## config.mk

```make
export PLATFORM = sky130hd
export DESIGN_NAME = delay_ctrl
export DESIGN_NICKNAME = d
export VERILOG_FILES = /design/src/rtl/delay_ctrl.sv
export SDC_FILE = /design/constraint.sdc
export NUM_CORES = 1
export LEC_CHECK = 0
export CELL_PAD_IN_SITES_DETAIL_PLACEMENT = 0
export CELL_PAD_IN_SITES_GLOBAL_PLACEMENT = 1
export CORE_ASPECT_RATIO = 1.1
export CORE_MARGIN = 2
export CORE_UTILIZATION = 40
export DETAILED_ROUTE_END_ITERATION = 7
export GPL_TIMING_DRIVEN = 0
export PLACE_DENSITY = 0.77
export SETUP_SLACK_MARGIN = 0.2
export SLEW_MARGIN = 10
export SYNTH_ARGS = -nofsm -noshare
export SYNTH_HDL_FRONTEND = slang
export SYNTH_SLANG_ARGS = --single-unit
```

## constraint.sdc

```tcl
create_clock -name clk -period 3.3 [get_ports clk]
set_input_delay 0.66 -clock clk [delete_from_list [all_inputs] [get_ports clk]]
set_output_delay 0.66 -clock clk [all_outputs]
set_load 0.005 [all_outputs]
```

## src/rtl/delay_ctrl.sv

```systemverilog
// Pointer/sequencing controller for a RAM-backed variable delay line.
// Optional macro DELAY_CTRL_ERRCNT_EN adds the cfg_err_cnt output.
module delay_ctrl #(
    parameter int ADDR_WIDTH    = 8,
    parameter int DEFAULT_DELAY = 1
) (
    input  logic                  clk,
    input  logic                  clr,
    input  logic                  sclk,
    input  logic [ADDR_WIDTH-1:0] cfg_delay,
    input  logic                  cfg_req,
    output logic                  cfg_ack,
    output logic                  cfg_busy,
    output logic                  wr_en,
    output logic [ADDR_WIDTH-1:0] wr_addr,
    output logic                  rd_en,
    output logic [ADDR_WIDTH-1:0] rd_addr,
    output logic                  out_valid,
    output logic                  bypass,
    output logic [ADDR_WIDTH-1:0] active_delay
`ifdef DELAY_CTRL_ERRCNT_EN
    ,
    output logic [7:0]            cfg_err_cnt
`endif
);

    localparam logic [ADDR_WIDTH-1:0] FILL_MAX = '1;
    localparam logic [ADDR_WIDTH-1:0] DEF_DLY  = ADDR_WIDTH'(DEFAULT_DELAY);

    typedef enum logic [1:0] {
        S_FILL,
        S_RUN,
        S_BYPASS
    } state_t;

    localparam state_t RST_STATE = (DEFAULT_DELAY == 0) ? S_BYPASS : S_FILL;

    state_t                state_q, state_d;
    logic [ADDR_WIDTH-1:0] wr_ptr_q, wr_ptr_d;
    logic [ADDR_WIDTH-1:0] fill_q, fill_d;
    logic [ADDR_WIDTH-1:0] act_q, act_d;
    logic                  pend_q, pend_d;
    logic [ADDR_WIDTH-1:0] pend_dly_q, pend_dly_d;
    logic                  ack_q, ack_d;
    logic                  wr_en_q, wr_en_d;
    logic [ADDR_WIDTH-1:0] wr_addr_q, wr_addr_d;
    logic                  rd_en_q, rd_en_d;
    logic [ADDR_WIDTH-1:0] rd_addr_q, rd_addr_d;
    logic                  ov_q, ov_d;
    logic                  byp_q, byp_d;
    logic                  apply;
    logic [ADDR_WIDTH-1:0] d_eff;
`ifdef DELAY_CTRL_ERRCNT_EN
    logic [7:0]            err_q, err_d;
`endif

    // Next-state: request latch, per-strobe apply, pointers and FSM.
    always_comb begin
        state_d    = state_q;
        wr_ptr_d   = wr_ptr_q;
        fill_d     = fill_q;
        act_d      = act_q;
        pend_d     = pend_q;
        pend_dly_d = pend_dly_q;
        ack_d      = 1'b0;
        wr_en_d    = 1'b0;
        wr_addr_d  = wr_addr_q;
        rd_en_d    = 1'b0;
        rd_addr_d  = rd_addr_q;
        ov_d       = ov_q;
        byp_d      = byp_q;
`ifdef DELAY_CTRL_ERRCNT_EN
        err_d      = err_q;
        if (cfg_req && pend_q && err_q != 8'hFF) begin
            err_d = err_q + 8'd1;
        end
`endif
        // A request latched this cycle can only apply on a later strobe.
        apply = sclk && pend_q;
        d_eff = apply ? pend_dly_q : act_q;

        if (cfg_req && !pend_q) begin
            pend_d     = 1'b1;
            pend_dly_d = cfg_delay;
        end

        if (sclk) begin
            if (apply) begin
                act_d  = pend_dly_q;
                pend_d = 1'b0;
                ack_d  = 1'b1;
                if (d_eff == '0) begin
                    state_d = S_BYPASS;
                end else if (fill_q >= d_eff) begin
                    state_d = S_RUN;
                end else begin
                    state_d = S_FILL;
                end
            end else if (state_q == S_FILL && fill_q >= d_eff) begin
                state_d = S_RUN;
            end
            wr_en_d   = 1'b1;
            wr_addr_d = wr_ptr_q;
            rd_addr_d = wr_ptr_q - d_eff;
            rd_en_d   = (state_d != S_BYPASS);
            ov_d      = (state_d != S_FILL);
            byp_d     = (state_d == S_BYPASS);
            wr_ptr_d  = wr_ptr_q + 1'b1;
            if (fill_q != FILL_MAX) begin
                fill_d = fill_q + 1'b1;
            end
        end
    end

    // State and output registers with synchronous clear.
    always_ff @(posedge clk) begin
        if (clr) begin
            state_q    <= RST_STATE;
            wr_ptr_q   <= '0;
            fill_q     <= '0;
            act_q      <= DEF_DLY;
            pend_q     <= 1'b0;
            pend_dly_q <= '0;
            ack_q      <= 1'b0;
            wr_en_q    <= 1'b0;
            wr_addr_q  <= '0;
            rd_en_q    <= 1'b0;
            rd_addr_q  <= '0;
            ov_q       <= 1'b0;
            byp_q      <= (DEFAULT_DELAY == 0);
`ifdef DELAY_CTRL_ERRCNT_EN
            err_q      <= '0;
`endif
        end else begin
            state_q    <= state_d;
            wr_ptr_q   <= wr_ptr_d;
            fill_q     <= fill_d;
            act_q      <= act_d;
            pend_q     <= pend_d;
            pend_dly_q <= pend_dly_d;
            ack_q      <= ack_d;
            wr_en_q    <= wr_en_d;
            wr_addr_q  <= wr_addr_d;
            rd_en_q    <= rd_en_d;
            rd_addr_q  <= rd_addr_d;
            ov_q       <= ov_d;
            byp_q      <= byp_d;
`ifdef DELAY_CTRL_ERRCNT_EN
            err_q      <= err_d;
`endif
        end
    end

    assign cfg_ack      = ack_q;
    assign cfg_busy     = pend_q;
    assign wr_en        = wr_en_q;
    assign wr_addr      = wr_addr_q;
    assign rd_en        = rd_en_q;
    assign rd_addr      = rd_addr_q;
    assign out_valid    = ov_q;
    assign bypass       = byp_q;
    assign active_delay = act_q;
`ifdef DELAY_CTRL_ERRCNT_EN
    assign cfg_err_cnt  = err_q;
`endif

endmodule
```

**Word level (Yosys, flattened, before mapping)**

Index checks and enable logic that the tools add are counted.
Widths: inputs -> output; s select.

- Bits in registers: 56
- Bits in latches: 0
- Bits in writable memories: 0
- ROM bits: 0
- Input bits: 12
- Output and inout bits: 30
- Logic and storage cells: 41
- Memories: 0

- Add/subtract/negate cells: 3
- Multipliers: 0
- Divide/modulo/power cells: 0
- $lt $le $gt $ge: 1
- Equality and inequality tests: 3
- Shift operators: 0
- Mux-type cells: 11
- Bitwise logic cells: 1
- Reductions and logical operators: 9

Operators with widths:

| operator | count |
|---|---|
| $add 8x1->8 const B | 2 |
| $ge 8x8->1 | 1 |
| $logic_not 8->1 | 1 |
| $mux 2 | 4 |
| $mux 8 | 1 |
| $ne 8x8->1 const B | 1 |
| $sub 8x8->8 | 1 |
| $mux 1 | 6 |
| $logic_and 1x1->1 | 3 |
| $eq 2x2->1 const B | 1 |
| $logic_not 2->1 | 1 |
| $ne 2x2->1 const B | 1 |
| $reduce_and 2->1 | 1 |
| $reduce_bool 2->1 | 1 |
| $reduce_or 2->1 | 1 |
| $logic_not 1->1 | 1 |
| $not 1->1 | 1 |

**Longest topological paths before layout**

- Word-level depth: 8
- Mapped depth: 11
- Mapped depth without buffers: 10

**Worst setup path before layout**

OpenSTA, ideal clock, no wires.

- Path kind: input port to flip-flop
- Start: in sclk
- End: reg rd_addr_q[7], in the netlist rd_addr[7]
- Library setup time: 0.115 ns
- Arrival time: 2.902 ns
- Data required time: 3.185 ns
- Slack: 0.282 ns
- Stages: 9
- Path buffers: 1
- Cell sequence: buf_6 nand2_1 mux2_2 ha_1 nand2b_1 a2111oi_2 a2111oi_2 or4_1 and3_1

- Word-level cells in the longest chain between the ends: 3

RTL lines:

| item | RTL line | RTL |
|---|---|---|
| start, declared | 9 | `input logic sclk,` |
| $logic_and 1x1->1 | 79 | `apply = sclk && pend_q;` |
| $mux 8 | -- |  |
| net d_eff[0] | 52 | `logic [ADDR_WIDTH-1:0] d_eff;` |
| $sub 8x8->8 | 104 | `rd_addr_d = wr_ptr_q - d_eff;` |
| end signal, assigned | 145 | `rd_addr_q <= rd_addr_d;` |
| end, declared | 48 | `logic [ADDR_WIDTH-1:0] rd_addr_q, rd_addr_d;` |

The timed path passes the listed nets, and every way through them passes these cells.
A chain may end at the register's enable or synchronous reset.

**Worst setup path in the final report**

Same ends and word-level chain as after synthesis.

==> results_dict.tcl <==
set metrics [dict create \
    status "completed" \
    synthArstFlopShare_pct 0 \
    vdd_drop_max_v 0.000206 \
    ys_types 44 \
    cts_buffer_depth 2 \
    rsz0062_at_grt "no" \
    cts.sinks 56 \
    via_per_inst 5.15 \
    cts_buffers 5 \
    finalMaxSlewViolations 0 \
    dpl_cell_area_um2 3180 \
    synth_ff_type "dfxtp_1" \
    die_w_um 81.8 \
    netlist_top_cells_area "dfxtp_1 (42%), mux2i_1 (7.1%), ha_1 (7.0%)" \
    synth_seq_cells 56 \
    cp-start-kind "primary input" \
    cts_tree "yes" \
    yosysSeqAreaShare_pct 42.1 \
    syn-cell-area_um2 2660 \
    htreeDepth 2 \
    crit_required_ps 3510 \
    max_freq_mhz 333 \
    syn-num-nets 326 \
    mostFrequentLayoutCells "dfxtp_1 (56), nor2_1 (45), clkdlybuf4s50_1 (41), nand2_1 (25), a21oi_1 (18)" \
    arrival_ps 3220 \
    end_kind "flop" \
    cts.root.buffer_cell "clkbuf_8" \
    area_delta_synth_final_pct 28.9 \
    nets 375 \
    hold_viol_final 0 \
    tightest_slew_ps 669 \
    coreArea_um2 6520 \
    place.gp.congestion 0.809 \
    worstSkewPairLatency_ps 310 \
    critical_path.max_fanout 9 \
    reg2reg_depth 9 \
    num_vias 2213 \
    p_total_mw 1.48 \
    whs_ps 474 \
    synth_edf_count 0 \
    setup_viol 0 \
    fin_crit_ps 3000 \
    final_util_pct 52.7 \
    drt_wl_total_mm 6.33 \
    portBuffers 41 \
    yosys_warnings 0 \
    layout_commonest_cell "dfxtp_1" \
    hpwlAfterDp_mm 4.62 \
    wire_per_inst_um 14.7 \
    final_area_um2 3430 \
    synth_top_area_cell "dfxtp_1" \
    rows 31 \
    start_util_pct 40.9 \
    placed_cells 421 \
    dieHeight_um 89.6 \
    drv_cap 0 \
    drive_gt1_share_pct 8.33 \
    die-area_um2 7330 \
    hold_path_depth 2 \
    worstSetupPathType "in2reg" \
    leakage_nw 1.32 \
    drc_errors 0 \
    postRouteAntennaNets 0 \
    synthesis.instances 298 \
    grt_max_degree 17 \
    overflow 0 \
    maxSlewHeadroom_pct 55.4 \
    antenna_found_initial 0 \
    drt-initial-drc-count 79 \
    first_pass_iters 4 \
    syn_area_per_cell_um2 8.93 \
    clk_pin_slew_ps 100 \
    diodes 0 \
    stdcell_count 430 \
    grt_pass1_wl_mm 10.1 \
    post-route-period-util_pct 91.1 \
    grt_pass1_vias 2043 \
    pwr_density_cell_nw_per_um2 432 \
    track_usage_pct 18.0 \
    ios 42 \
    hp-class "reg2reg" \
    finClkSkew_ps 9.20 \
    synth_top_area_share_pct 42.1 \
]
## area by class of cell
class	instances	area, µm²
Buffer	15	72.6
Clock buffer	7	96.3
Clock inverter	1	30.0
Fill cell	634	3080
Inverter	9	33.8
Multi-Input combinational cell	218	1560
Sequential cell	56	1120
Tap cell	82	103
Timing Repair Buffer	42	418
## registers in the layout (all words and copies together), names as in the netlist
signal / flops
active_delay: 8
bypass: 1
cfg_ack: 1
cfg_busy: 1
fill_q: 8
out_valid: 1
pend_dly_q: 8
rd_addr: 8
rd_en: 1
state_q: 2
wr_addr: 8
wr_en: 1
wr_ptr_q: 8
## stage by stage
step | setup slack, ps | TNS, ps
2_1_floorplan | 282 | 0
3_3_place_gp | -470 | -2040
3_5_place_dp | -481 | -2220
4_1_cts | 229 | 0
5_1_grt | 187 | 0
6_report | 295 | 0
## cell families (layout without fill, tap and decap cells)
| group | count (synthesis) | count (layout) | synth area share (%) |
|---|---|---|---|
| adders and majority gates | 18 | 18 | 8.55 |
| DFF | 56 | 56 | 42.1 |
| xor gates and xnor gates | 12 | 12 | 3.95 |
| muxes | 20 | 20 | 7.57 |
| AOI/OAI and AO/OA | 52 | 52 | 13.2 |
| and+or+nand+nor | 116 | 116 | 20.7 |
| buffers and inverters | 24 | 74 | 3.99 |
## synthesized netlist by cell type (all sizes together) (2+ instances only)
master	n
dfxtp	56
xnor2	8
or4	4
a21oi	18
ha	15
xor2	4
o21ai	11
o21a	4
mux2i	19
a21boi	2
nand2	26
nor3	9
nor2	45
nand2b	3
and3	6
nand3	5
nor2b	3
or3	5
maj3	2
a2111oi	6
a211oi	2
nand4	5
clkbuf	8
buf	7
inv	9
a311oi	3
and2	3
## per-layer routing
| layer | GRT usage, % | share of wire [%] | vias to the layer above |
|---|---|---|---|
| met4 | 6.21 | 1.7 | 0 |
| met2 | 28.2 | 45 | 37 |
| met1 | 25.2 | 50 | 1019 |
| met3 | 2.90 | 2.8 | 8 |
| li1 | - | - | 1149 |
| met5 | 0 | 0 | - |
## critical path, cell delays in order
cell and delay, ps:
clkdlybuf4s50_1 520, buf_6 140, nand2_8 90, mux2_4 350, ha_1 210, nand2b_4 170
a2111oi_4 300, a2111oi_2 120, or4_1 500, and3_1 150
## timing repair
action / 4_1_cts / 5_1_grt
buffers inserted: 1 / 0
endpoints found under the setup margin: 7 / 3
resized for setup: 11 / 8
hold buffers: 0 / 0
pin swaps: 2 / 0
## final timing paths
path / startpoint / end / slack (ps)
setup reg to reg: cfg_busy$_SDFF_PP0_ / rd_addr[7]$_SDFFE_PP0P_ / 780
hold / removal: pend_dly_q[6]$_SDFFE_PP0P_ / pend_dly_q[6]$_SDFFE_PP0P_ / 470
hold reg to reg: pend_dly_q[6]$_SDFFE_PP0P_ / pend_dly_q[6]$_SDFFE_PP0P_ / 470
setup / recovery: sclk / rd_addr[7]$_SDFFE_PP0P_ / 300
## power breakdown
group | switching [mW] | internal [mW] | leakage, nW
logic | 0.121 | 0.138 | 0.800
clock network | 0.226 | 0.268 | 0.0645
registers | 0.0236 | 0.708 | 0.457
Power figures use the tool's default switching activity.
